===== config.mk =====
export PLATFORM = sky130hd
export DESIGN_NAME = imm_gen_pipe
export DESIGN_NICKNAME = d
export VERILOG_FILES = /design/src/rtl/imm_gen_pkg.sv /design/src/rtl/imm_decode_lane.sv /design/src/rtl/imm_gen_pipe.sv
export SDC_FILE = /design/constraint.sdc
export NUM_CORES = 1
export LEC_CHECK = 0
export BUFFER_PORTS_ARGS = -buffer_cell sky130_fd_sc_hd__buf_2
export CAP_MARGIN = 20
export CORE_UTILIZATION = 32
export DETAILED_ROUTE_END_ITERATION = 6
export PLACE_DENSITY = 0.54
export SETUP_SLACK_MARGIN = 0.4
export SLEW_MARGIN = 5
export SYNTH_ARGS = -nofsm -noshare
export SYNTH_HDL_FRONTEND = slang
export SYNTH_SLANG_ARGS = --single-unit

===== constraint.sdc =====
create_clock -name clk -period 2.6 [get_ports clk]
set_clock_uncertainty 0.1 [all_clocks]
set_input_delay 0.52 -clock clk [delete_from_list [all_inputs] [get_ports clk]]
set_output_delay 0.52 -clock clk [all_outputs]
set_load 0.05 [all_outputs]

===== src/rtl/imm_gen_pkg.sv =====
// Shared types and constants for the multi-lane immediate generator.
// Holds format codes, RV32I/RV64I opcodes and the opcode classifier.
package imm_gen_pkg;

  typedef enum logic [2:0] {
    IMM_NONE = 3'd0,
    IMM_I    = 3'd1,
    IMM_S    = 3'd2,
    IMM_B    = 3'd3,
    IMM_U    = 3'd4,
    IMM_J    = 3'd5
  } imm_type_e;

  localparam logic [6:0] OP_IMM    = 7'b0010011;
  localparam logic [6:0] OP_LOAD   = 7'b0000011;
  localparam logic [6:0] OP_JALR   = 7'b1100111;
  localparam logic [6:0] OP_SYSTEM = 7'b1110011;
  localparam logic [6:0] OP_STORE  = 7'b0100011;
  localparam logic [6:0] OP_BRANCH = 7'b1100011;
  localparam logic [6:0] OP_LUI    = 7'b0110111;
  localparam logic [6:0] OP_AUIPC  = 7'b0010111;
  localparam logic [6:0] OP_JAL    = 7'b1101111;
  localparam logic [6:0] OP_REG    = 7'b0110011;

  typedef struct packed {
    imm_type_e fmt;
    logic      legal;
  } fmt_info_t;

  // Every legal opcode ends in 2'b11, so compressed encodings fall to default.
  function automatic fmt_info_t classify_opcode(input logic [6:0] opcode);
    fmt_info_t info;
    info = '{fmt: IMM_NONE, legal: 1'b1};
    case (opcode)
      OP_IMM, OP_LOAD, OP_JALR, OP_SYSTEM: info.fmt = IMM_I;
      OP_STORE:         info.fmt = IMM_S;
      OP_BRANCH:        info.fmt = IMM_B;
      OP_LUI, OP_AUIPC: info.fmt = IMM_U;
      OP_JAL:           info.fmt = IMM_J;
      OP_REG:           info.fmt = IMM_NONE;
      default:          info.legal = 1'b0;
    endcase
    return info;
  endfunction

endpackage


===== src/rtl/imm_decode_lane.sv =====
// Combinational single-lane immediate extractor.
// Produces the sign-extended immediate, its format code and an illegal flag.
module imm_decode_lane
  import imm_gen_pkg::*;
#(
  parameter int XLEN = 32
) (
  input  logic [31:0]     instr,
  input  logic            lane_valid,
  output logic [XLEN-1:0] imm,
  output logic [2:0]      imm_type,
  output logic            illegal
);

  fmt_info_t   info;
  logic [31:0] imm32;

  // NOTE: every signal written here gets a default first, so no path can infer a latch.
  always_comb begin
    info  = classify_opcode(instr[6:0]);
    imm32 = '0;
    case (info.fmt)
      IMM_I:   imm32 = {{20{instr[31]}}, instr[31:20]};
      IMM_S:   imm32 = {{20{instr[31]}}, instr[31:25], instr[11:7]};
      IMM_B:   imm32 = {{19{instr[31]}}, instr[31], instr[7], instr[30:25],
                        instr[11:8], 1'b0};
      IMM_U:   imm32 = {instr[31:12], 12'b0};
      IMM_J:   imm32 = {{11{instr[31]}}, instr[31], instr[19:12], instr[20],
                        instr[30:21], 1'b0};
      default: imm32 = '0;
    endcase

    imm      = '0;
    imm_type = IMM_NONE;
    illegal  = 1'b0;
    if (lane_valid) begin
      imm      = XLEN'($signed(imm32));
      imm_type = info.fmt;
      illegal  = !info.legal;
    end
  end

endmodule


===== src/rtl/imm_gen_pipe.sv =====
// Registered multi-lane immediate generator with a 2-entry skid buffer,
// synchronous flush and a saturating illegal-lane counter.
module imm_gen_pipe
  import imm_gen_pkg::*;
#(
  parameter int LANES = 2,
  parameter int XLEN  = 32,
  parameter int CNT_W = 16
) (
  input  logic                  clk,
  input  logic                  rst_n,
  input  logic                  flush,
  input  logic                  in_valid,
  output logic                  in_ready,
  input  logic [LANES*32-1:0]   in_instr,
  input  logic [LANES-1:0]      in_lane_valid,
  output logic                  out_valid,
  input  logic                  out_ready,
  output logic [LANES*XLEN-1:0] out_imm,
  output logic [LANES*3-1:0]    out_imm_type,
  output logic [LANES-1:0]      out_illegal,
  output logic [LANES-1:0]      out_lane_valid,
  output logic [CNT_W-1:0]      illegal_count
);

  localparam int IW = LANES * XLEN;
  localparam int TW = LANES * 3;
  localparam int SW = CNT_W + 3;

  logic [IW-1:0]    dec_imm;
  logic [TW-1:0]    dec_type;
  logic [LANES-1:0] dec_ill;

  for (genvar k = 0; k < LANES; k++) begin : g_lane
    imm_decode_lane #(.XLEN(XLEN)) u_dec (
      .instr     (in_instr[32*k +: 32]),
      .lane_valid(in_lane_valid[k]),
      .imm       (dec_imm[XLEN*k +: XLEN]),
      .imm_type  (dec_type[3*k +: 3]),
      .illegal   (dec_ill[k])
    );
  end

  logic             skid_valid;
  logic [IW-1:0]    skid_imm;
  logic [TW-1:0]    skid_type;
  logic [LANES-1:0] skid_ill;
  logic [LANES-1:0] skid_lv;

  logic in_fire;
  logic out_fire;
  logic out_free;

  assign in_ready = !skid_valid;
  assign in_fire  = in_valid && in_ready;
  assign out_fire = out_valid && out_ready;
  assign out_free = !out_valid || out_ready;

  // NOTE: state is updated with non-blocking assignments so every register samples pre-edge values.
  always_ff @(posedge clk or negedge rst_n) begin
    if (!rst_n) begin
      out_valid      <= 1'b0;
      // NOTE: payload registers are reset too, so outputs read zero after reset rather than stale data.
      out_imm        <= '0;
      out_imm_type   <= '0;
      out_illegal    <= '0;
      out_lane_valid <= '0;
      skid_valid     <= 1'b0;
      skid_imm       <= '0;
      skid_type      <= '0;
      skid_ill       <= '0;
      skid_lv        <= '0;
    end else if (flush) begin
      out_valid  <= 1'b0;
      skid_valid <= 1'b0;
    end else if (out_free) begin
      // Skid holds the older beat, so it drains before any new input.
      if (skid_valid) begin
        out_valid      <= 1'b1;
        out_imm        <= skid_imm;
        out_imm_type   <= skid_type;
        out_illegal    <= skid_ill;
        out_lane_valid <= skid_lv;
        skid_valid     <= 1'b0;
      end else if (in_fire) begin
        out_valid      <= 1'b1;
        out_imm        <= dec_imm;
        out_imm_type   <= dec_type;
        out_illegal    <= dec_ill;
        out_lane_valid <= in_lane_valid;
      end else begin
        out_valid <= 1'b0;
      end
    end else if (in_fire) begin
      skid_valid <= 1'b1;
      skid_imm   <= dec_imm;
      skid_type  <= dec_type;
      skid_ill   <= dec_ill;
      skid_lv    <= in_lane_valid;
    end
  end

  logic [SW-1:0] illegal_pop;
  logic [SW-1:0] count_sum;

  always_comb begin
    illegal_pop = '0;
    for (int k = 0; k < LANES; k++) begin
      illegal_pop = illegal_pop + SW'(out_illegal[k] & out_lane_valid[k]);
    end
    count_sum = SW'(illegal_count) + illegal_pop;
  end

  // Counts beats the consumer actually took; flush leaves it alone.
  always_ff @(posedge clk or negedge rst_n) begin
    if (!rst_n) begin
      illegal_count <= '0;
    end else if (out_fire) begin
      illegal_count <= (|count_sum[SW-1:CNT_W]) ? '1 : count_sum[CNT_W-1:0];
    end
  end

endmodule


==> reports/results.tsv, run 1 <==
stage	metric	value	unit
outcome	run status	finished, final reports clean	
synth	compound-cell area share of the yosys netlist	24.4	%
floorplanning	full die area	25900	µm²
synth	library cells used by synthesis	79	
floorplanning	Row Count	57	
drt	residual DRC count	0	
drt	final wirelength	24700	µm
placed_design	placed insts	1337	
placed_design	PortBufs	162	
drt	top layer reached by signal wires	met4	
floorplanning	IO Pins	163	
floorplanning	Die H	161	µm
pwr	LEAKAGE	4.92	nW
drt	Vias/cell	5.26	
drt	WL met1	11700	µm
clocking	TritonCTS buffer count	17	
layout	Antenna diodes	0	
placed_design	Final HPWL DP	16900	µm
drt	routed len/inst	17.9	µm
layout	post-layout util	44.7	%
floorplanning	Die Width	161	µm
synth	Async SR Flop Fraction	100	%
synth	adder-cell share of the synthesized area	0.712	%
clocking	CTS H-tree lvls	4	
timing	Relative slew margins	55.6	%
timing	Hold Fails Final Rpt	0	
synth	syn avg cell area	9.58	µm²
hold_path	worst min-delay path class	input pin to flop	
worst_setup_path	arrival time at the worst endpoint	2770	ps
synth	Seq/Total Area, Yosys	51.4	%
drt	met3 WL	1170	µm
clocking	maximum clock insertion buffer count	2	
global_routing	first-pass GRT wire length	40100	µm
timing	Final Slew Violations	0	
timing	RSZ-0062 raised after global routing	yes	
pwr	PD cells	703	nW/µm²
global_routing	largest net degree at the start of global routing	57	
worst_setup_path	worst path required time	2840	ps
global_routing	antenna violations before repair	0	
global_routing	vias in the first global route	7301	
clocking	clock-pin slew on the worst setup and hold paths	70	ps
run	total of max-cap violations	0	
clocking	clock sinks	166	
synth	Post-synth EDFFs	0	
layout	Layout Cells excl Fill	1386	
drt	Via Count	7295	
layout	Area growth, synth to finish	35.5	%
drt	met2 wire len	11700	µm
timing	Fmax achieved	395	MHz
clocking	worst-skew pair later-pin latency	420	ps
worst_setup_path	endpoint class of the critical path	flop	
global_routing	total track usage	19.6	%
synth	Synth Area in Simple Gates	17.8	%
synth	post-synthesis mux area share	0.635	%
timing	final setup fails	0	
synth	#FFs+latches synth	166	
synth	ys flop type	dfrtp_1	
placed_design	Final GP Congestion	0.824	
worst_setup_path	CP Class	input pin to flop	
layout	final net count	1124	
pwr	Max VDD drop	307	µV
synth	syn nets	919	
layout	final instance area	11000	µm²
synth	Mapped Cells	844	
timing	hold slack	188	ps
layout	share of cells above drive strength 1	37.2	%
floorplanning	initial core utilization	32.9	%
timing	Final min period	2530	ps
placed_design	DP Area	9880	µm²
floorplanning	core area	24500	µm²
synth	Synth Area in XOR/XNOR	1.19	%
drt	initial DRC count	437	
clocking	Root Buffer	clkbuf_16	
synth	mapped cell area	8080	µm²
worst_setup_path	CP Max Fanout	7	
clocking	CTS tree	built	
drt	antenna viol nets, final	0	
drt	DR pass1 iterations	5	
worst_setup_path	critical path launch point type	input pin	
synth	Ys Warns	0	
timing	worst slew pin tran	664	ps
synth	largest family of logic cells by synthesized area	compound AO/OA/AOI/OAI gates	
timing	Final Cycle Share	97.4	%
global_routing	Congestion Overflow GR	0	
final timing paths:
| check | start | end | slack, ps | depth (start not counted) |
|---|---|---|---|---|
| max | in_instr[38] | skid_imm[57] | 70 | 10 |
| min | flush | out_valid | 190 | 2 |
| max reg2reg | out_illegal[1] | illegal_count[14] | 500 | 8 |
| min reg2reg | skid_imm[33] | skid_imm[33] | 380 | 2 |
| max in group asynchronous | rst_n | illegal_count[0] | 1190 | 3 |
| min in group asynchronous | rst_n | out_imm[34] | 510 | 2 |
through the flow:
stage	setup slack, ps	setup TNS, ps	power [mW]
after floorplan	-330	-10010	4.26
after global placement	-425	-14250	4.83
after detailed placement	-460	-14230	4.84
after CTS	67.7	0	7.72
after global routing	30.1	0	8.05
final	68.3	0	7.70
cell type report:
cell class,instances,area [µm²]
Clock inverter,14,214
Inverter,12,53.8
Fill cell,2399,13600
Sequential cell,166,4160
Multi-Input combinational cell,610,4100
Tap cell,324,405
Timing Repair Buffer,242,1580
Clock buffer,18,439
critical path: stages:
cell and delay, ps:
buf_6 90, or3b_1 360, a211o_1 310, ha_4 290, inv_2 30, or4_4 540
o221ai_4 120, nand3_2 150, buf_6 180, a31oi_1 160
sequential cells by signal (all words and copies together) (netlist names):
| name | count |
|---|---|
| out_imm | 64 |
| out_illegal | 2 |
| out_imm_type | 6 |
| skid_lv | 2 |
| skid_ill | 2 |
| skid_imm | 64 |
| skid_type | 6 |
| skid_valid | 1 |
| illegal_count | 16 |
| out_lane_valid | 2 |
| out_valid | 1 |
cell families (layout without fill, tap and decap cells):
group                      after synthesis  after routing
AOI/OAI and AO/OA                      292            292
muxes                                    5              5
adders and majority gates                4              4
xor gates and xnor gates                11             11
and+or+nand+nor                        298            298
DFF                                    166            166
buffers and inverters                   68            286
where the power goes:
group,total [mW],switching [mW],leakage [nW],internal [mW]
logic,1.87,1.31,2.46,0.561
registers,3.03,0.186,2.14,2.84
clock network,2.81,1.14,0.321,1.67
total,7.70,2.63,4.92,5.07
cells in the mapped netlist (3+ instances only):
library cell  number  share of area, %
a211o_1            9              0.98
a21oi_1           89               5.5
a21oi_2           10               1.1
a221o_1            9               1.1
a2bb2oi_1          7              0.76
a31o_2             8              0.87
a31oi_1           14               1.1
a32o_1             8              0.99
a32oi_1            6              0.65
and2_1             4              0.31
and3_1            12              0.93
buf_1              4              0.19
buf_2             12              0.74
buf_6              5              0.70
clkbuf_1          34               1.6
dfrtp_1          166                51
ha_1               3              0.46
inv_1              9              0.42
mux2i_1            4              0.50
nand2_1          104               4.8
nand2b_1           7              0.54
nand3_1           10              0.62
nand3b_1           3              0.28
nand4_1            6              0.46
nand4b_1           3              0.33
nor2_1            98               4.6
nor2_4             3              0.42
nor2b_1            4              0.31
nor3_1             6              0.37
nor4_1             3              0.23
o211ai_1           3              0.28
o21a_1             7              0.65
o21ai_0           47               2.9
o21ai_1            8              0.50
o21bai_1           4              0.37
o22ai_1           26               2.0
o31ai_1           12               1.1
or3_1             14               1.1
xnor2_1            5              0.54
xor2_1             6              0.65
placed cells by master, fill, tap and decap left out, drive strengths merged, types with 6 or more instances in the layout:
master,instances
nand2,104
a21oi,99
nand3,11
nand4,6
and3,12
o21a,7
or3,15
a211o,9
clkbuf,18
o21ai,57
nand2b,7
o22ai,26
o31ai,12
a32oi,6
a2bb2oi,7
nor3,8
nor2,103
a32o,8
a31o,9
a31oi,16
buf,241
a221o,9
xor2,6
dfrtp,166
inv,17
what timing repair did:
action | CTS | global route
hold buffers | 1 | 0
setup endpoints to repair | 57 | 104
gates resized for setup | 27 | 38
hold endpoints to repair | 47 | 0
pin swaps | 24 | 24
buffers inserted | 10 | 6
per-layer routing:
layer / track usage [%] / vias to the layer above
met2: 30.9 / 174
met1: 27.3 / 3634
li1: - / 3474
met5: 0 / -
met4: 4.80 / 0
met3: 4.05 / 13
No activity file was read; power rests on OpenSTA's default activity.
==> inputs of run 2 (changes only) <==
Settings changed: CAP_MARGIN 20 to not set, GPL_TIMING_DRIVEN set to 0, SETUP_SLACK_MARGIN 0.4 to 0.15.
==> run 2 against run 1 <==
Net effect: fmax decreased by 6.3%; register-to-register slack got worse by 180 ps; die area unchanged; hold slack got worse by 2.5 ps; highest routed layer unchanged; clock power decreased by 5%; routed wire length increased by 4.6%; sequential power about the same; the flow now finishes with violations (negative setup slack); total power decreased by 2.9%; via count decreased by 1.1%; combinational power decreased by 5%.
==> reports/results.tsv, run 2 (same netlist as run 1, synthesis figures left out) <==
stage	metric	value	unit
worst_setup_path	Reg-to-Reg Start	skid_valid	
global_routing	total track usage	19.8	%
floorplanning	full die area	25900	µm²
worst_setup_path	FF-to-FF End	out_imm_type[2]	
pwr	register share of total power	40.3	%
worst_setup_path	CP Class	input pin to flop	
timing	RSZ-0062 raised after global routing	yes	
timing	Final Slew Violations	0	
pwr	Switching Share	34.9	%
pwr	NetSw	2.61	mW
layout	commonest cells after routing, fill and taps aside	161 x buf_2, 161 x dfrtp_1, 103 x nand2_1	
drt	residual DRC count	0	
pwr	LEAKAGE	4.74	nW
global_routing	Congestion Overflow GR	0	
drt	initial DRC count	378	
timing	setup tns final	-1940	ps
clocking	worst-skew pair later-pin latency	430	ps
layout	final net count	1117	
global_routing	vias in the first global route	6902	
global_routing	first-pass GRT wire length	40000	µm
clocking	TritonCTS buffer count	17	
worst_setup_path	CP Capture Point	skid_imm[60]	
floorplanning	IO Pins	163	
placed_design	Final GP Congestion	0.810	
drt	Vias/cell	5.23	
global_routing	antenna violations before repair	1	
worst_setup_path	critical path launch point type	input pin	
timing	Final WS setup	-102	ps
worst_setup_path	endpoint class of the critical path	flop	
timing	Hold Fails Final Rpt	0	
floorplanning	Die H	161	µm
worst_setup_path	FF-to-FF path depth	8	
global_routing	largest net degree at the start of global routing	98	
timing	Relative slew margins	46.7	%
timing	Final min period	2700	ps
floorplanning	core area	24500	µm²
floorplanning	Row Count	57	
clocking	clock sinks	166	
pwr	Pwr Total	7.48	mW
worst_setup_path	launch point of the worst path	in_instr[38]	
run	total of max-cap violations	0	
floorplanning	Die Width	161	µm
placed_design	Final HPWL DP	18100	µm
timing	Fmax achieved	370	MHz
pwr	Max VDD drop	341	µV
drt	final wirelength	25900	µm
floorplanning	initial core utilization	32.9	%
outcome	run status	complete, but fails checks	
pwr	clock share of power	35.9	%
pwr	PD cells	709	nW/µm²
clocking	CTS tree	built	
layout	Largest regs	out_imm: 64 flops, skid_imm: 64 flops, illegal_count: 16 flops	
pwr	Logic pwr share	23.8	%
layout	post-layout util	43.0	%
pwr	Power Internal	4.87	mW
drt	routed len/inst	18.8	µm
layout	Area growth, synth to finish	30.4	%
drt	antenna viol nets, final	0	
hold_path	worst min-delay path class	input pin to flop	
placed_design	placed insts	1327	
timing	worst slew pin tran	796	ps
clocking	CTS H-tree lvls	4	
layout	Layout Cells excl Fill	1380	
layout	share of cells above drive strength 1	32.0	%
layout	# fillers	2482	
clocking	maximum clock insertion buffer count	2	
outcome	violated checks	negative setup slack	
timing	Final Cycle Share	104	%
worst_setup_path	reg2reg setup slack	320	ps
worst_setup_path	arrival time at the worst endpoint	2950	ps
placed_design	worst slack, placed	-777	ps
clocking	clock-pin slew on the worst setup and hold paths	70	ps
drt	DR pass1 iterations	5	
timing	final setup fails	33	
worst_setup_path	worst path required time	2840	ps
worst_setup_path	CP Max Fanout	5	
clocking	Root Buffer	clkbuf_16	
placed_design	PortBufs	158	
drt	Via Count	7217	
-- run 2: changes by cell type in the layout (fill, tap and decap cells not counted), moves of 7 or more --
cell	change
o21ai_1	-8
clkbuf_2	+18
buf_4	-49
o21ai_0	+15
clkbuf_1	+19
a21oi_2	-7
buf_12	-8
-- run 2: worst max-delay path: stages --
cell and delay, ps:
buf_8 100, buf_8 110, or3b_1 360, a211o_4 350, ha_4 290, inv_4 40, or4_4 540, o221ai_4 150
nand3_4 140, buf_6 170, a31oi_4 170
-- run 2: worst min path at each step --
stage / startpoint / endpoint / slack [ps] / cells after the start
floorplan: rst_n / illegal_count[0] / 120 / 0
global placement: skid_imm[35] / skid_imm[35] / 350 / 2
detailed placement: skid_imm[35] / skid_imm[35] / 360 / 2
CTS: flush / out_valid / 170 / 2
global route: flush / out_valid / 170 / 2
finish: flush / out_valid / 190 / 2
-- run 2: repair_timing --
action / in CTS / in global routing
endpoints found under the hold margin: 69 / 0
gates cloned: 2 / 1
pin swaps: 16 / 22
endpoints found under the setup margin: 123 / 127
hold buffers: 1 / 0
gates resized for setup: 24 / 64
setup buffers: 9 / 7
-- run 2: power groups by stage --
stage / combinational (mW) / sequential [mW] / clock (mW)
after detailed placement: 1.72 / 3.07 / 0
after global placement: 1.70 / 3.06 / 0
after CTS: 1.75 / 3.02 / 2.74
after floorplan: 0.507 / 3.73 / 0
final: 1.78 / 3.02 / 2.68
after global routing: 1.89 / 3.04 / 2.85
-- run 2: layout make-up --
class | instances | area (µm²) | area share (%)
clock buffer | 18 | 429 | 4.07
antenna | 1 | 2.50 | 0.0237
clock inverter | 14 | 190 | 1.80
timing repair buffer | 179 | 1030 | 9.76
buffer | 56 | 327 | 3.10
multi-input combinational | 610 | 3940 | 37.4
tap | 324 | 405 | 3.85
inverter | 12 | 55.1 | 0.522
sequential | 166 | 4160 | 39.5
-- run 2: per-layer routing --
layer	wire, µm	global-route usage, %	part of all wire (%)	vias to the layer above
met5	0	0	0	-
met4	286	4.46	1.1	0
met3	1290	3.98	5.0	17
met2	11900	30.2	46	188
met1	12400	28.9	48	3544
li1	-	-	-	3468
-- run 2: per-stage QoR --
stage                     area (µm²)  hold slack (ps)
after global routing           10500              171
after global placement          9410              351
final                          10500              186
after CTS                      10300              167
after detailed placement        9450              359
after floorplan                 8210              124
==> inputs of run 3 (changes only) <==
Settings changed: REMOVE_ABC_BUFFERS set to 1.
Clock period 2.6 ns to 2.5 ns, I/O delays scaled along.
==> run 3 against run 2 <==
Net effect: the run still ends with negative setup slack left; non-clock buffer count down 30; cell area is 0.23% higher; sequential share of layout area decreased by 0.089 points; routed wire length fell by 1.7%; core utilization increased by 0.097 points; largest cell class unchanged; worst setup slack gained 24 ps.
==> reports/results.tsv, run 3 (same netlist as run 1, synthesis figures left out) <==
stage	metric	value	unit
drt	DR pass1 iterations	5	
timing	Final min period	2580	ps
clocking	worst-skew pair later-pin latency	420	ps
global_routing	total track usage	19.9	%
worst_setup_path	launch point of the worst path	in_instr[35]	
drt	routed len/inst	18.8	µm
worst_setup_path	Max stage delay on crit path	540	ps
layout	Area growth, synth to finish	30.7	%
clocking	maximum clock insertion buffer count	2	
worst_setup_path	Crit-path slowest cell	or4_4	
layout	# fillers	2439	
hold_path	hold_sp	flush	
hold_path	worst min-delay path class	input pin to flop	
timing	Hold Fails Final Rpt	0	
drt	top layer reached by signal wires	met4	
clocking	Root Buffer	clkbuf_16	
floorplanning	Die Width	161	µm
clocking	CTS H-tree lvls	4	
floorplanning	Die H	161	µm
timing	Final Slew Violations	0	
layout	post-layout util	43.0	%
timing	Final Cycle Share	103	%
worst_setup_path	reg2reg setup slack	220	ps
worst_setup_path	arrival time at the worst endpoint	2840	ps
floorplanning	full die area	25900	µm²
clocking	TritonCTS buffer count	17	
worst_setup_path	Reg-to-Reg Start	skid_valid	
worst_setup_path	CP Class	input pin to flop	
placed_design	DP Area	9180	µm²
worst_setup_path	FF-to-FF path depth	6	
floorplanning	Row Count	57	
timing	worst slew pin tran	835	ps
layout	most common cell after layout, fill and taps aside	dfrtp_1	
drt	Via Count	7181	
global_routing	antenna violations before repair	1	
placed_design	worst slack, placed	-1380	ps
timing	RSZ-0062 raised after global routing	yes	
timing	Fmax achieved	388	MHz
layout	Antenna diodes	0	
layout	final net count	1091	
clocking	CTS tree	built	
drt	antenna viol nets, final	0	
drt	initial DRC count	464	
floorplanning	IO Pins	163	
clocking	clock sinks	166	
hold_path	Hold EP	out_valid	
timing	final setup fails	23	
drt	residual DRC count	0	
layout	final instance area	10600	µm²
drt	met2 wire len	11900	µm
worst_setup_path	worst path required time	2760	ps
clocking	clock-pin slew on the worst setup and hold paths	70	ps
pwr	PD cells	725	nW/µm²
pwr	Max VDD drop	423	µV
drt	WL met1	12200	µm
pwr	LEAKAGE	4.72	nW
worst_setup_path	endpoint class of the critical path	flop	
outcome	run status	complete, but fails checks	
placed_design	Final GP Congestion	0.822	
global_routing	first-pass GRT wire length	40400	µm
drt	met3 WL	1080	µm
global_routing	vias in the first global route	7162	
drt	final wirelength	25500	µm
worst_setup_path	CP Max Fanout	7	
floorplanning	initial core utilization	32.9	%
floorplanning	core area	24500	µm²
worst_setup_path	cells along the critical path	buf_8, or3b_4, a211o_4, ha_4, inv_4, or4_4, o221ai_4, a311oi_4, buf_6, a21oi_2	
timing	setup tns final	-1050	ps
worst_setup_path	FF-to-FF End	out_imm[15]	
placed_design	Final HPWL DP	15200	µm
hold_path	hold depth	2	
layout	Largest regs	out_imm: 64 flops, skid_imm: 64 flops, illegal_count: 16 flops	
placed_design	PortBufs	162	
drt	Vias/cell	5.31	
timing	Relative slew margins	44.3	%
outcome	violated checks	negative setup slack	
global_routing	Congestion Overflow GR	0	
worst_setup_path	critical path launch point type	input pin	
timing	Final WS setup	-78.7	ps
run	total of max-cap violations	0	
global_routing	largest net degree at the start of global routing	87	
layout	commonest cells after routing, fill and taps aside	163 x dfrtp_1, 158 x buf_2, 102 x nand2_1	
layout	share of cells above drive strength 1	32.6	%
## run 3: how the worst max path moves through the flow
stage | slack [ps] | to | cells after the start
6_report | -80 | out_imm[59] | 10
5_1_grt | -130 | out_imm[60] | 10
4_1_cts | -50 | out_imm[54] | 10
3_5_place_dp | -1380 | out_imm[52] | 9
3_3_place_gp | -7370 | out_imm[34] | 4
2_1_floorplan | -2950 | out_imm[33] | 4
## run 3: layout make-up
class / count / area (µm²) / share of cell area (%)
inverters: 12 / 56.3 / 0.533
clock buffers: 19 / 443 / 4.19
flip-flops and latches: 166 / 4160 / 39.4
repair buffers: 205 / 1330 / 12.6
well taps: 324 / 405 / 3.84
clock inverters: 12 / 144 / 1.36
multi-input cells: 614 / 4030 / 38.1
## run 3: what timing repair did
item	CTS	global route
gates cloned	3	1
setup endpoints to repair	159	103
pin swaps	40	14
hold buffers	0	1
hold endpoints to repair	0	1
setup buffers	27	9
resized for setup	63	20
## run 3: worst max-delay path: cells and delay by family
| kind | cells | cell delay, ps |
|---|---|---|
| AND/OR/NAND/NOR | 2 | 920 |
| AO/OA/AOI/OAI | 4 | 800 |
| buffers and inverters | 3 | 310 |
| adder cells (fa/ha/maj) | 1 | 290 |
## run 3: power by group
part	leakage, nW	switching (mW)	internal, mW
sequential	2.14	0.174	2.95
clock	0.277	1.18	1.51
combinational	2.30	1.33	0.509
total	4.72	2.68	4.98
## run 3: per-stage QoR
step | cells | power (mW) | hold WS [ps]
floorplan | 788 | 4.37 | 104
global placement | 1274 | 4.91 | 353
detailed placement | 1280 | 4.93 | 361
CTS | 1341 | 7.71 | 4.18
global route | 1352 | 8.01 | 166
finish | 1352 | 7.66 | 189
## run 3: layer usage
| metal | global-route usage, % | vias up |
|---|---|---|
| li1 | - | 3412 |
| met1 | 28.3 | 3568 |
| met2 | 31.4 | 185 |
| met3 | 3.49 | 16 |
| met4 | 4.63 | 0 |
| met5 | 0 | - |
